`config.mk`:
```
export PLATFORM = sky130hd
export DESIGN_NAME = calibration_step_seq
export DESIGN_NICKNAME = d
export VERILOG_FILES = /design/src/rtl/calibration_step_seq.sv
export SDC_FILE = /design/constraint.sdc
export NUM_CORES = 1
export LEC_CHECK = 0
export BUFFER_PORTS_ARGS = -buffer_cell sky130_fd_sc_hd__buf_2
export CELL_PAD_IN_SITES_DETAIL_PLACEMENT = 0
export CELL_PAD_IN_SITES_GLOBAL_PLACEMENT = 1
export CORE_MARGIN = 2
export CORE_UTILIZATION = 44
export DETAILED_ROUTE_END_ITERATION = 16
export HOLD_SLACK_MARGIN = 0.02
export PLACE_DENSITY_LB_ADDON = 0.1
export SKIP_CTS_REPAIR_TIMING = 1
export SLEW_MARGIN = 20
export SYNTH_ARGS = -nofsm -noshare
export SYNTH_HDL_FRONTEND = slang
export SYNTH_SLANG_ARGS = --single-unit
```
`constraint.sdc`:
```
create_clock -name clk_pixel -period 3.5 [get_ports clk_pixel]
set_input_delay 0.525 -clock clk_pixel [delete_from_list [all_inputs] [get_ports clk_pixel]]
set_output_delay 0.525 -clock clk_pixel [all_outputs]
set_load 0.005 [all_outputs]
```
`src/rtl/calibration_step_seq.sv`:
```
// LED calibration step sequencer: settle, frame sync, then one downsampled capture frame issued
// as shift-accumulate requests. Optional valid-pixel counter under `define CALIB_PIXEL_COUNT_EN.
module calibration_step_seq #(
  parameter int DETECT_CHANNELS = 2,
  parameter int NUM_STEPS       = 10,
  parameter int WAIT_CYCLES     = 10000000,
  parameter int FRAME_TIMEOUT   = 2000000,
  parameter int ACTIVE_H_PIXELS = 1280,
  parameter int ACTIVE_LINES    = 720,
  parameter int DS_SHIFT        = 2,
  localparam int SYM_W  = (DETECT_CHANNELS > 1) ? $clog2(DETECT_CHANNELS) : 1,
  localparam int ADDR_W = $clog2((ACTIVE_H_PIXELS >> DS_SHIFT) * (ACTIVE_LINES >> DS_SHIFT)),
  localparam int SI_W   = $clog2(NUM_STEPS + 1)
) (
  input  logic                       clk_pixel,
  input  logic                       rst,
  input  logic                       start_step,
  input  logic                       restart,
  input  logic [10:0]                hcount_in,
  input  logic [9:0]                 vcount_in,
  input  logic                       new_frame_in,
  input  logic [DETECT_CHANNELS-1:0] detect_in,
  input  logic                       read_request,
  input  logic [ADDR_W-1:0]          read_addr,
  output logic [2:0]                 state,
  output logic [SI_W-1:0]            step_index,
  output logic                       step_done,
  output logic                       calib_complete,
  output logic                       timeout_err,
  output logic                       req_valid,
  output logic [1:0]                 req_type,
  output logic [ADDR_W-1:0]          req_addr,
  output logic [SYM_W-1:0]           req_symbol,
  output logic                       read_dropped
`ifdef CALIB_PIXEL_COUNT_EN
  ,
  output logic [ADDR_W:0]            valid_count
`endif
);

  typedef enum logic [2:0] {
    S_IDLE = 3'd0, S_SETTLE = 3'd1, S_WAIT = 3'd2, S_CAPTURE = 3'd3, S_DONE = 3'd4
  } state_t;

  localparam logic [1:0] T_READ = 2'd0, T_WRITE = 2'd1, T_WOVER = 2'd2, T_DIS = 2'd3;
  localparam int CNT_MAX = (WAIT_CYCLES > FRAME_TIMEOUT) ? WAIT_CYCLES : FRAME_TIMEOUT;
  localparam int CNT_W   = $clog2(CNT_MAX + 1);
  localparam int H_DS    = ACTIVE_H_PIXELS >> DS_SHIFT;
  localparam logic [CNT_W-1:0] SETTLE_LAST = CNT_W'(WAIT_CYCLES - 1);
  localparam logic [CNT_W-1:0] TO_LAST     = CNT_W'(FRAME_TIMEOUT - 1);
  localparam logic [10:0] H_MASK = 11'((1 << DS_SHIFT) - 1);
  localparam logic [9:0]  V_MASK = 10'((1 << DS_SHIFT) - 1);

  state_t st, st_n;
  logic [CNT_W-1:0] cnt, cnt_n;
  logic [SI_W-1:0]  step_n;
  logic start_q, start_rise, tout_n, cmpl_n, done_n;
  logic active, samp, onehot;
  logic [ADDR_W-1:0] samp_addr;
  logic [SYM_W-1:0]  sym_idx;

  assign state      = st;
  assign start_rise = start_step & ~start_q;
  assign active     = (hcount_in < 11'(ACTIVE_H_PIXELS)) && (vcount_in < 10'(ACTIVE_LINES));
  assign samp       = active && ((hcount_in & H_MASK) == '0) && ((vcount_in & V_MASK) == '0);
  assign samp_addr  = ADDR_W'(hcount_in >> DS_SHIFT) + ADDR_W'(H_DS * int'(vcount_in >> DS_SHIFT));
  assign onehot     = $onehot(detect_in);

  always_comb begin
    sym_idx = '0;
    for (int i = 0; i < DETECT_CHANNELS; i++)
      if (detect_in[i]) sym_idx = SYM_W'(i);
  end

  always_comb begin
    st_n   = st;
    cnt_n  = cnt;
    tout_n = timeout_err;
    step_n = step_index;
    cmpl_n = calib_complete;
    done_n = 1'b0;
    case (st)
      S_IDLE: begin
        if (restart) begin
          step_n = '0;
          cmpl_n = 1'b0;
        end
        // start gating uses the registered completion flag, so restart+start acts as restart only
        if (start_rise && !calib_complete) begin
          st_n   = S_SETTLE;
          cnt_n  = '0;
          tout_n = 1'b0;
        end
      end
      S_SETTLE: begin
        if (cnt == SETTLE_LAST) begin
          st_n  = S_WAIT;
          cnt_n = '0;
        end else cnt_n = cnt + 1'b1;
      end
      S_WAIT: begin
        if (new_frame_in) begin
          st_n  = S_CAPTURE;
          cnt_n = '0;
        end else if (cnt == TO_LAST) begin
          st_n   = S_IDLE;
          tout_n = 1'b1;
        end else cnt_n = cnt + 1'b1;
      end
      S_CAPTURE: begin
        if (new_frame_in) begin
          st_n   = S_DONE;
          done_n = 1'b1;
          step_n = step_index + 1'b1;
          cmpl_n = (step_index + 1'b1) == SI_W'(NUM_STEPS);
        end else if (active) cnt_n = '0;
        else if (cnt == TO_LAST) begin
          st_n   = S_IDLE;
          tout_n = 1'b1;
        end else cnt_n = cnt + 1'b1;
      end
      S_DONE:  st_n = S_IDLE;
      default: st_n = S_IDLE;
    endcase
  end

  always_ff @(posedge clk_pixel or posedge rst) begin
    if (rst) begin
      st             <= S_IDLE;
      cnt            <= '0;
      start_q        <= 1'b0;
      step_index     <= '0;
      step_done      <= 1'b0;
      calib_complete <= 1'b0;
      timeout_err    <= 1'b0;
    end else begin
      st             <= st_n;
      cnt            <= cnt_n;
      start_q        <= start_step;
      step_index     <= step_n;
      step_done      <= done_n;
      calib_complete <= cmpl_n;
      timeout_err    <= tout_n;
    end
  end

  // capture owns the request port; user reads pass through in every other state
  always_ff @(posedge clk_pixel or posedge rst) begin
    if (rst) begin
      req_valid    <= 1'b0;
      req_type     <= T_READ;
      req_addr     <= '0;
      req_symbol   <= '0;
      read_dropped <= 1'b0;
    end else if (st == S_CAPTURE) begin
      req_valid    <= samp;
      req_addr     <= samp ? samp_addr : '0;
      req_type     <= !samp ? T_READ : !onehot ? T_DIS : (step_index == '0) ? T_WOVER : T_WRITE;
      req_symbol   <= (samp && onehot) ? sym_idx : '0;
      read_dropped <= read_request;
    end else begin
      req_valid    <= read_request;
      req_type     <= T_READ;
      req_addr     <= read_addr;
      req_symbol   <= '0;
      read_dropped <= 1'b0;
    end
  end

`ifdef CALIB_PIXEL_COUNT_EN
  always_ff @(posedge clk_pixel or posedge rst) begin
    if (rst) valid_count <= '0;
    else if (st == S_WAIT && new_frame_in) valid_count <= '0;
    else if (st == S_CAPTURE && samp && onehot && !(&valid_count)) valid_count <= valid_count + 1'b1;
  end
`endif

endmodule
```
## After elaboration in Yosys (flattened, before gate mapping)

Index checks and enable logic that the tools add are counted.

| cells by class | value |
|---|---|
| add/sub/neg operators | 4 |
| multipliers | 1 |
| divide/modulo/power cells | 0 |
| order comparisons | 2 |
| equal/unequal tests | 15 |
| shift-type cells | 0 |
| mux-type cells | 39 |
| bitwise logic cells | 2 |
| reduce and logical (&&, ||, !) cells | 17 |

Operators by type and width:

| cell | count |
|---|---|
| $mux W24 | 6 |
| $pmux W24 S4 | 1 |
| $mux W16 | 2 |
| $add A24 B1 Y24 const B | 1 |
| $eq A24 B21 Y1 const B | 1 |
| $eq A24 B24 Y1 const B | 1 |
| $mux W3 | 6 |
| $add A9 B16 Y16 | 1 |
| $mux W1 | 14 |
| $ne A2 B2 Y1 const B | 7 |
| $pmux W3 S4 | 1 |
| $logic_not A11 Y1 | 1 |
| $lt A11 B11 Y1 const B | 1 |
| $logic_not A10 Y1 | 1 |
| $lt A10 B10 Y1 const B | 1 |
| $mul A3 B8 Y10 const A | 1 |
| $reduce_and A3 Y1 | 3 |
| $mux W2 | 4 |
| $mux W4 | 2 |
| $pmux W4 S2 | 1 |
| $eq A3 B2 Y1 const B | 2 |
| $logic_and A1 B1 Y1 | 5 |
| $reduce_and A5 Y1 | 1 |
| $add A4 B1 Y4 const B | 1 |
| 15 further kinds | 15 |

| word-level totals | value |
|---|---|
| register bits after elaboration | 56 |
| bits in latches | 0 |
| bits in writable memories | 0 |
| bits in read-only memories | 0 |
| bits of input ports | 45 |
| output and inout bits | 31 |
| memories | 0 |

## Logic depth before layout (Yosys ltp)

Gate-level depths: netlist (run 1).

| logic depth | value |
|---|---|
| word-level depth | 7 |
| depth in mapped cells | 10 |
| mapped depth without buffers | 10 |

## Worst setup path before layout (run 1)

No wires, ideal clock.

| path | value |
|---|---|
| path type | in2reg |
| start | input port vcount_in[3] |
| end | register req_addr[15] |
| data arrival time | 2.522 ns |
| data required time | 3.417 ns |
| slack | 0.896 ns |
| stages on the path | 9 |
| path buffers | 0 |
| cells stage by stage | ha_1 ha_1 inv_1 fa_1 nor4b_1 and2_1 nand4_1 xor2_1 o21ai_0 |

| on the way | value |
|---|---|
| cells in the longest elaborated chain, start to end | 6 |
| elaborated cells between the ends (all ways) | 8 |
| classes of those cells | 1 x add/sub; 1 x mul; 1 x order compare; 2 x mux; 3 x reduce/logical |

RTL lines:

| element | RTL line | source |
|---|---|---|
| start, declared | 20 | `input logic [9:0] vcount_in,` |
| branches (longest 4 deep; another with $add A9 B16 Y16) | - |  |
| $mux W16 (*) | 157 | `req_addr <= samp ? samp_addr : '0;` |
| $mux W16 (*) | 155 | `end else if (st == S_CAPTURE) begin` |
| end signal, assigned | 157 |  |
| end signal, assigned | 164 | `req_addr <= read_addr;` |
| end, declared | 32 | `output logic [ADDR_W-1:0] req_addr,` |

Every way passes the cells marked *.
A chain may end at the register's enable or synchronous reset.

## Worst setup path after layout (run 1)

Same ends and word-level chain as after synthesis.

==> results of run 1 <==
critical path, cell delays in order:
cell	delay [ns]
sky130_fd_sc_hd__buf_2	0.12
sky130_fd_sc_hd__ha_1	0.29
sky130_fd_sc_hd__ha_1	0.21
sky130_fd_sc_hd__inv_1	0.07
sky130_fd_sc_hd__fa_1	0.45
sky130_fd_sc_hd__nor4b_1	0.46
sky130_fd_sc_hd__and2_1	0.21
sky130_fd_sc_hd__nand4_1	0.11
sky130_fd_sc_hd__xor2_1	0.19
sky130_fd_sc_hd__o21ai_0	0.15
where the power goes:
part           switching [mW]  internal [mW]
registers              0.0976          0.744
logic                   0.524          0.340
clock network           0.232          0.148
total                   0.854           1.23
metal layers:
layer / up-vias / GRT usage / wire [um]
met3: 7 / 0.0593 / 461
li1: 1413 / - / -
met2: 56 / 0.345 / 3860
met5: - / 0 / 0
met4: 0 / 0.0423 / 55
met1: 1363 / 0.243 / 3460
worst paths after layout:
kind	start	to
max	vcount_in[3]	req_addr[15]$_DFF_PP0_
min reg2reg	cnt[13]$_DFFE_PP0P_	cnt[13]$_DFFE_PP0P_
min	start_step	start_q$_DFF_PP0_
max in group asynchronous	rst	cnt[9]$_DFFE_PP0P_
min in group asynchronous	rst	cnt[10]$_DFFE_PP0P_
max reg2reg	cnt[8]$_DFFE_PP0P_	cnt[19]$_DFFE_PP0P_
cell families (layout without fill, tap and decap cells):
family | Yosys count | after routing
flip-flops | 56 | 56
buffers and inverters | 25 | 100
AO/OA/AOI/OAI | 91 | 91
XOR/XNOR | 23 | 23
AND/OR/NAND/NOR | 126 | 126
adder cells (fa/ha/maj) | 21 | 21
Yosys cell counts, drive strengths merged, types with 2 or more instances:
cell type | n | area, um^2
xor2 | 16 | 140
dfrtp | 56 | 1400
or4b | 2 | 20.0
inv | 14 | 52.6
nor4b | 5 | 43.8
or4 | 4 | 33.8
nand2 | 30 | 115
fa | 2 | 40.0
a31oi | 3 | 18.8
o21ai | 28 | 144
a311oi | 3 | 26.3
nand4 | 14 | 93.8
or3 | 2 | 12.5
nor2b | 7 | 43.8
nor3b | 6 | 45.0
xnor2 | 7 | 61.3
buf | 3 | 21.3
and3 | 6 | 42.5
or2 | 2 | 12.5
nand3 | 11 | 55.1
nor2 | 23 | 86.3
ha | 19 | 238
a21o | 5 | 45.0
a21oi | 14 | 73.8
clkbuf | 8 | 30.0
and2 | 4 | 25.0
o311ai | 3 | 26.3
nand2b | 2 | 12.5
nor3 | 4 | 20.0
a22o | 10 | 87.6
a211oi | 3 | 22.5
o31ai | 8 | 60.1
layout make-up:
| cell class | count | share of cell area |
|---|---|---|
| inverters | 14 | 0.0136 |
| clock buffers | 5 | 0.0178 |
| repair buffers | 78 | 0.103 |
| multi-input cells | 261 | 0.465 |
| well taps | 99 | 0.0320 |
| flip-flops and latches | 56 | 0.362 |
| clock inverters | 3 | 0.00711 |
state kept, by name, summed over array words and instances, names as in the netlist:
signal	count
start_q	1
step_done	1
req_symbol	1
read_dropped	1
calib_complete	1
timeout_err	1
cnt	24
req_valid	1
req_type	2
step_index	4
req_addr	16
state	3
==> impl.org, run 1 <==
** Outcome
- The run finished with clean final reports.

** Global routing
- For this run, the total global-route usage over all layers was measured as 0.198.
- The number of global-route vias before repair was 2788.
- Wire length of the first global-routing pass :: 13200 um
- The number of antenna violations at the first check in global routing was 0.
- Entering global routing, the biggest net connects 41 pins.
- Overflow left after global routing :: 0

** Yosys
- Post-synthesis simple-gate area fraction :: 0.211
- Xor and xnor area share after synthesis :: 0.0609
- Adder and majority cell fraction of the synthesized area :: 0.0840
- Among all flip-flop cells after synthesis, the most frequent one is sky130_fd_sc_hd__dfrtp_1.
- Counting distinct cell types in the post-synthesis netlist gives 63.
- In this run, synthesis inferred 0 flip-flops with an integrated enable.
- Async set-reset flop share out of synthesis :: 1.00
- The synthesized netlist occupies a cell area of 3310 um^2.
- Dominant combinational cell family by area after synthesis :: simple AND/OR/NAND/NOR gates
- Post-Synthesis Net Count :: 408
- After technology mapping, the gate count stands at 342.
- The share of the Yosys chip area taken by registers is 0.424.
- Compound-Gate Fraction of Synth Area :: 0.189
- Mapped Avg Cell Area :: 9.67 um^2
- Counting flops and latches in the post-synthesis netlist gives 56.
- After synthesis, the share of cell area in mux cells is 0.
- Yosys printed 0 warnings.

** STA
- Max Clock Skew :: 0.0107 ns
- Final min period :: 2.56 ns
- Of the available clock period, the critical path in the final layout requires 0.731.
- Post-route worst hold slack :: 0.320 ns
- Max-slew headroom at the worst pin :: 0.465
- Worst setup margin :: 0.942 ns
- RSZ-0062 raised after global routing :: false
- Setup total negative slack on the finished layout was measured at 0 ns.
- For the pin with the worst max-slew slack, the measured transition is 0.801 ns.
- Number of endpoints failing setup at the final stage :: 0
- Final max-slew violation count :: 0
- Achievable Freq :: 391 MHz
- The final number of hold-violating endpoints came to 0.

** CTS
- CTS tree :: built
- Htree depth :: 2
- Number of buffers created by CTS :: 5
- For the worst-skew pair, the clock arrives at the later sink with an insertion delay of 0.32 ns.
- After clock tree synthesis, the clock-pin slew on the worst setup and hold paths is 0.11 ns.
- The clock passes through at most 2 buffers.
- Counting every sink on the clock net gives 56.
- The cell sitting at the root of the clock tree is a sky130_fd_sc_hd__clkbuf_8.

** Hold path
- Number of instances on the worst hold path :: 1
- Worst hold-check path type :: input port to register

** Worst setup path
- Data arrives at the worst endpoint at 2.80 ns.
- Worst Path Required :: 3.74 ns
- The setup check on the worst reg-to-reg path leaves a slack of 1.08 ns.
- Worst Setup Path Type :: input port to register
- Depth of the most critical reg-to-reg path :: 7
- Maximum fanout along the worst path :: 3
- Nature of the critical path startpoint :: input port
- Kind of end point of the critical path :: register

** Routing
- The first routing iteration left 122 violations.
- After detailed routing, the number of vias per cell comes to 5.50.
- Via count of the routed design :: 2839
- In the routed design, unresolved DRC markers number 0.
- Wirelength, routed :: 7840 um
- The first detailed-routing pass ran for 4 iterations.
- Final antenna-violating net count :: 0
- Wire length per cell :: 15.2 um

** Floorplan
- Floorplan die height :: 90.7 um
- Placement Rows :: 31
- 76 I/O pins were placed.
- After floorplanning, the core was sized to cover 7250 um^2.
- Area of the die :: 8220 um^2
- Initial core utilization :: 0.456
- Chip width :: 90.7 um

** Place
- Number of buffers inserted by port buffering :: 75
- Routability congestion estimate from global placement :: 0.789
- Detailed placement ended at an HPWL of 6080 um.
- Cell Area, Placed :: 3780 um^2
- Pre-CTS worst setup slack :: 0.596 ns
- Placed Cells incl. Taps :: 508

** Flow run
- Max-cap viol count :: 0

** Pwr
- Leakage :: 1.84 nW
- Pwr Total :: 2.09 mW
- Power density over cell area :: 539 nW/um^2
- Across the VDD grid, the largest voltage drop is 198 uV.

** Layout
- Summing all multi-input logic gate instances after layout gives 1800 um^2.
- Of the cells placed in the final design, the portion with a size suffix greater than 1 is 0.233.
- The filler cells instantiated in the layout total 690.
- The repair_antennas step left the layout with diodes totalling 0.
- Design Area, Final :: 3870 um^2
- In the final layout, flip-flops and latches occupy 1400 um^2.
- At the end of the flow the core is filled with cells to 0.534.
- Count of non-filler cells in the finished layout :: 516
- For this run, the post-layout net count is 482.
- Layout-stage area growth over the synthesis result :: 17.1%
- Commonest cells after routing, fill and taps aside :: sky130_fd_sc_hd__buf_2 (75), sky130_fd_sc_hd__dfrtp_1 (56), sky130_fd_sc_hd__nand2_1 (29), sky130_fd_sc_hd__o21ai_0 (24), sky130_fd_sc_hd__nor2_1 (23)
- Leaving out fill and tap cells, the most frequent cell in the layout is sky130_fd_sc_hd__buf_2.
(Power assumes the default switching activity.)
==> run 2: changes to the inputs <==
--- a/config.mk
+++ b/config.mk
@@ -9,7 +9,7 @@
 export CELL_PAD_IN_SITES_DETAIL_PLACEMENT = 0
 export CELL_PAD_IN_SITES_GLOBAL_PLACEMENT = 1
 export CORE_MARGIN = 2
-export CORE_UTILIZATION = 44
+export CORE_UTILIZATION = 37
 export DETAILED_ROUTE_END_ITERATION = 16
 export HOLD_SLACK_MARGIN = 0.02
 export PLACE_DENSITY_LB_ADDON = 0.1
==> constraint.sdc (replaced) <==
create_clock -name clk_pixel -period 2.29 [get_ports clk_pixel]
set_input_delay 0.3435 -clock clk_pixel [delete_from_list [all_inputs] [get_ports clk_pixel]]
set_output_delay 0.3435 -clock clk_pixel [all_outputs]
set_load 0.005 [all_outputs]
==> impl.org, run 2 (synthesized netlist as in run 1, its figures left out) <==
** CTS
- The largest buffer count on any clock path came to 2 (unchanged).
- Htree depth :: 2 (unchanged)
- Clock input transition at the sequential cells of the worst setup and hold paths :: 0.11 ns (about the same)
- CTS placed an instance of sky130_fd_sc_hd__clkbuf_8 at the clock tree root.
- The clock latency of the later-clocked register in the worst-skew pair was 0.32 ns (about the same).
- TritonCTS built the clock tree.
- The total clock sinks came to 56 (unchanged).
- Number of buffers created by CTS :: 5 (unchanged)

** Global routing
- The number of antenna violations at the first check in global routing came to 0 (unchanged).
- Via count of the first global-routing pass :: 3046 (+9.3%)
- Total GRT Usage :: 0.179 (-0.0191)
- Maximum number of pins on one net before global-route repair :: 33 (-20%)
- The global-route wire length before repair is 14300 um (+8.6%).
- Overflow left after global routing :: 0 (unchanged)

** Worst setup path
- On the critical path, the stage with the largest delay is an instance of sky130_fd_sc_hd__or4b_4.
- The biggest cell delay along the critical path came to 0.52 ns (+0.06 ns).
- STA classifies the critical path startpoint as an input port.
- The kind of cell with the highest combined delay along the critical path is simple AND/OR/NAND/NOR gates.
- The critical path required time was 2.48 ns (-1.26 ns).
- The signal on the critical path passes through buf_2 -> ha_1 -> ha_4 -> nor2b_2 -> o311ai_4 -> or4b_4 -> o311ai_4 -> xor2_1 -> o21ai_1.
- The setup path with the least slack is of type input port to register.
- The critical path buffer and inverter count came to 1 (-1).
- Worst path most repeated cell :: sky130_fd_sc_hd__o311ai_4
- The worst setup path is captured at a register.
- Maximum fanout along the worst path :: 4 (+1)
- The arrival time at the worst endpoint was 2.41 ns (-0.39 ns).

** Routing
- Per-cell via count in the routed design :: 5.30 (-3.7%)
- The mean routed wirelength per cell came to 15.2 um (+0.34%).
- Initial DRT Pass Iterations :: 4 (unchanged)
- Final antenna-violating net count :: 0 (unchanged)
- The via total after detailed routing came to 3024 (+6.5%).
- Wirelength, routed :: 8710 um (+11%)
- Detailed Route Iter0 Violations :: 86 (-30%)
- The DRC violation count after routing was 0 (unchanged).

** Floorplan
- Floorplan die height :: 98.5 um (+8.7%)
- Initial core utilization :: 0.381 (-0.0748)
- Standard cell core area :: 8680 um^2 (+20%)
- The total die area is 9710 um^2 (+18%).
- The total I/O pin count came to 76 (unchanged).
- The die extent in x came to 98.5 um (+8.7%).
- The total number of placement rows is 34 (+9.7%).

** Pwr
- Power density over cell area :: 807 nW/um^2 (+50%)
- The leakage power of the design was 2.09 nW (+14%).
- Max VDD drop :: 316 uV (+59%)

** Place
- Routability congestion estimate from global placement :: 0.846 (+7.1%)
- Placed Cells incl. Taps :: 562 (+11%)
- Detailed Place HPWL :: 6660 um (+9.6%)
- The minimum setup slack after placement came to -0.223 ns (-0.819 ns).
- The count of port buffers added during placement came to 75 (unchanged).

** STA
- Achievable Freq :: 449 MHz
- The worst slew slack as a fraction of its limit is 0.564 (+0.0992).
- The final number of hold-violating endpoints is 0 (unchanged).
- Number of endpoints failing setup at the final stage :: 0 (unchanged)
- Worst setup margin :: 0.0642 ns (-0.878 ns)
- Final max-slew violation count :: 0 (unchanged)
- Max Clock Skew :: 0.0103 ns (-0.000402 ns)
- Final worst-path cycle share :: 0.972
- The transition time of the tightest slew-check pin is 0.647 ns (-0.155 ns).
- RSZ-0062 raised after global routing :: false
- The worst path needs 2.23 ns of the cycle, external delays included.

** Layout
- Commonest cells after routing, fill and taps aside :: sky130_fd_sc_hd__buf_2 (75), sky130_fd_sc_hd__dfrtp_1 (56), sky130_fd_sc_hd__buf_4 (48), sky130_fd_sc_hd__nand2_1 (29)
- Relative to the synthesized area, the layout overhead comes to 31.3%.
- Register with the highest flop count :: cnt
- In the final layout, the registers with the most flip-flops are cnt x24, req_addr x16, step_index x4.
- Layout Nets :: 528 (+9.5%)
- Ratio of cells with drive above 1 in the final layout :: 0.341 (+0.109)
- The library cell used most frequently in the layout, excluding fill and tap cells, is sky130_fd_sc_hd__buf_2.
- Flip-flop count of the largest register, all copies and words added :: 24 (unchanged)
- The final instance count without filler cells came to 571 (+11%).
- The number of inserted diodes is 0 (unchanged).

** Hold path
- The worst hold path belongs to the class input port to async pin.

** Outcome
- Status :: completed

** Flow run
- Max-cap viol count :: 0 (unchanged)
[run 2: cell count changes in the layout (fill, tap and decap cells not counted), sizes merged]
cell,delta
buf,+46
[run 2: worst paths after layout]
check                           slack, ns                          to  cells past startpoint                       start
worst min register to register       0.54  calib_complete$_DFFE_PP0P_                      1  calib_complete$_DFFE_PP0P_
worst max-delay path                 0.06      req_addr[15]$_DFF_PP0_                      9                vcount_in[5]
worst min-delay path                 0.06         cnt[10]$_DFFE_PP0P_                      2                         rst
max in group asynchronous            1.65      req_addr[14]$_DFF_PP0_                      3                         rst
min in group clk_pixel               0.14           start_q$_DFF_PP0_                      1                  start_step
worst max register to register       0.12          cnt[2]$_DFFE_PP0P_                      6         cnt[13]$_DFFE_PP0P_
[run 2: routing by layer]
layer  part of all wire  vias to the layer above  GRT usage  wire (um)
li1                   -                     1502          -          -
met1               0.45                     1441      0.232       3900
met2               0.49                       69      0.305       4250
met3              0.048                       12     0.0383        419
met4              0.016                        0     0.0474        136
met5                  0                        -          0          0
[run 2: power by group]
part	internal (mW)	leakage [nW]	total, mW	switching, mW
Combinational	0.750	1.31	1.67	0.923
Clock	0.226	0.0463	0.586	0.360
Sequential	1.14	0.740	1.24	0.104
Total	2.11	2.09	3.50	1.39
[run 2: through the flow]
step                      power (mW)  utilization  hold slack (ns)  TNS, ns  instance area (um^2)
after global placement          2.89        0.478            0.425    -1.01                  4140
after CTS                       3.49        0.489           0.0698   -0.909                  4240
after floorplan                 2.17            -            0.375        0                  3310
final                           3.50        0.500           0.0594        0                  4340
after detailed placement        2.89        0.478            0.428    -1.26                  4140
after global routing            3.78        0.500            0.103        0                  4340
[run 2: area by class of cell]
type	count	area, um^2
multi-input cells	261	1900
inverters	14	52.6
repair buffers	124	756
flip-flops and latches	56	1400
clock inverters	3	27.5
fillers	873	4340
well taps	108	135
clock buffers	5	68.8
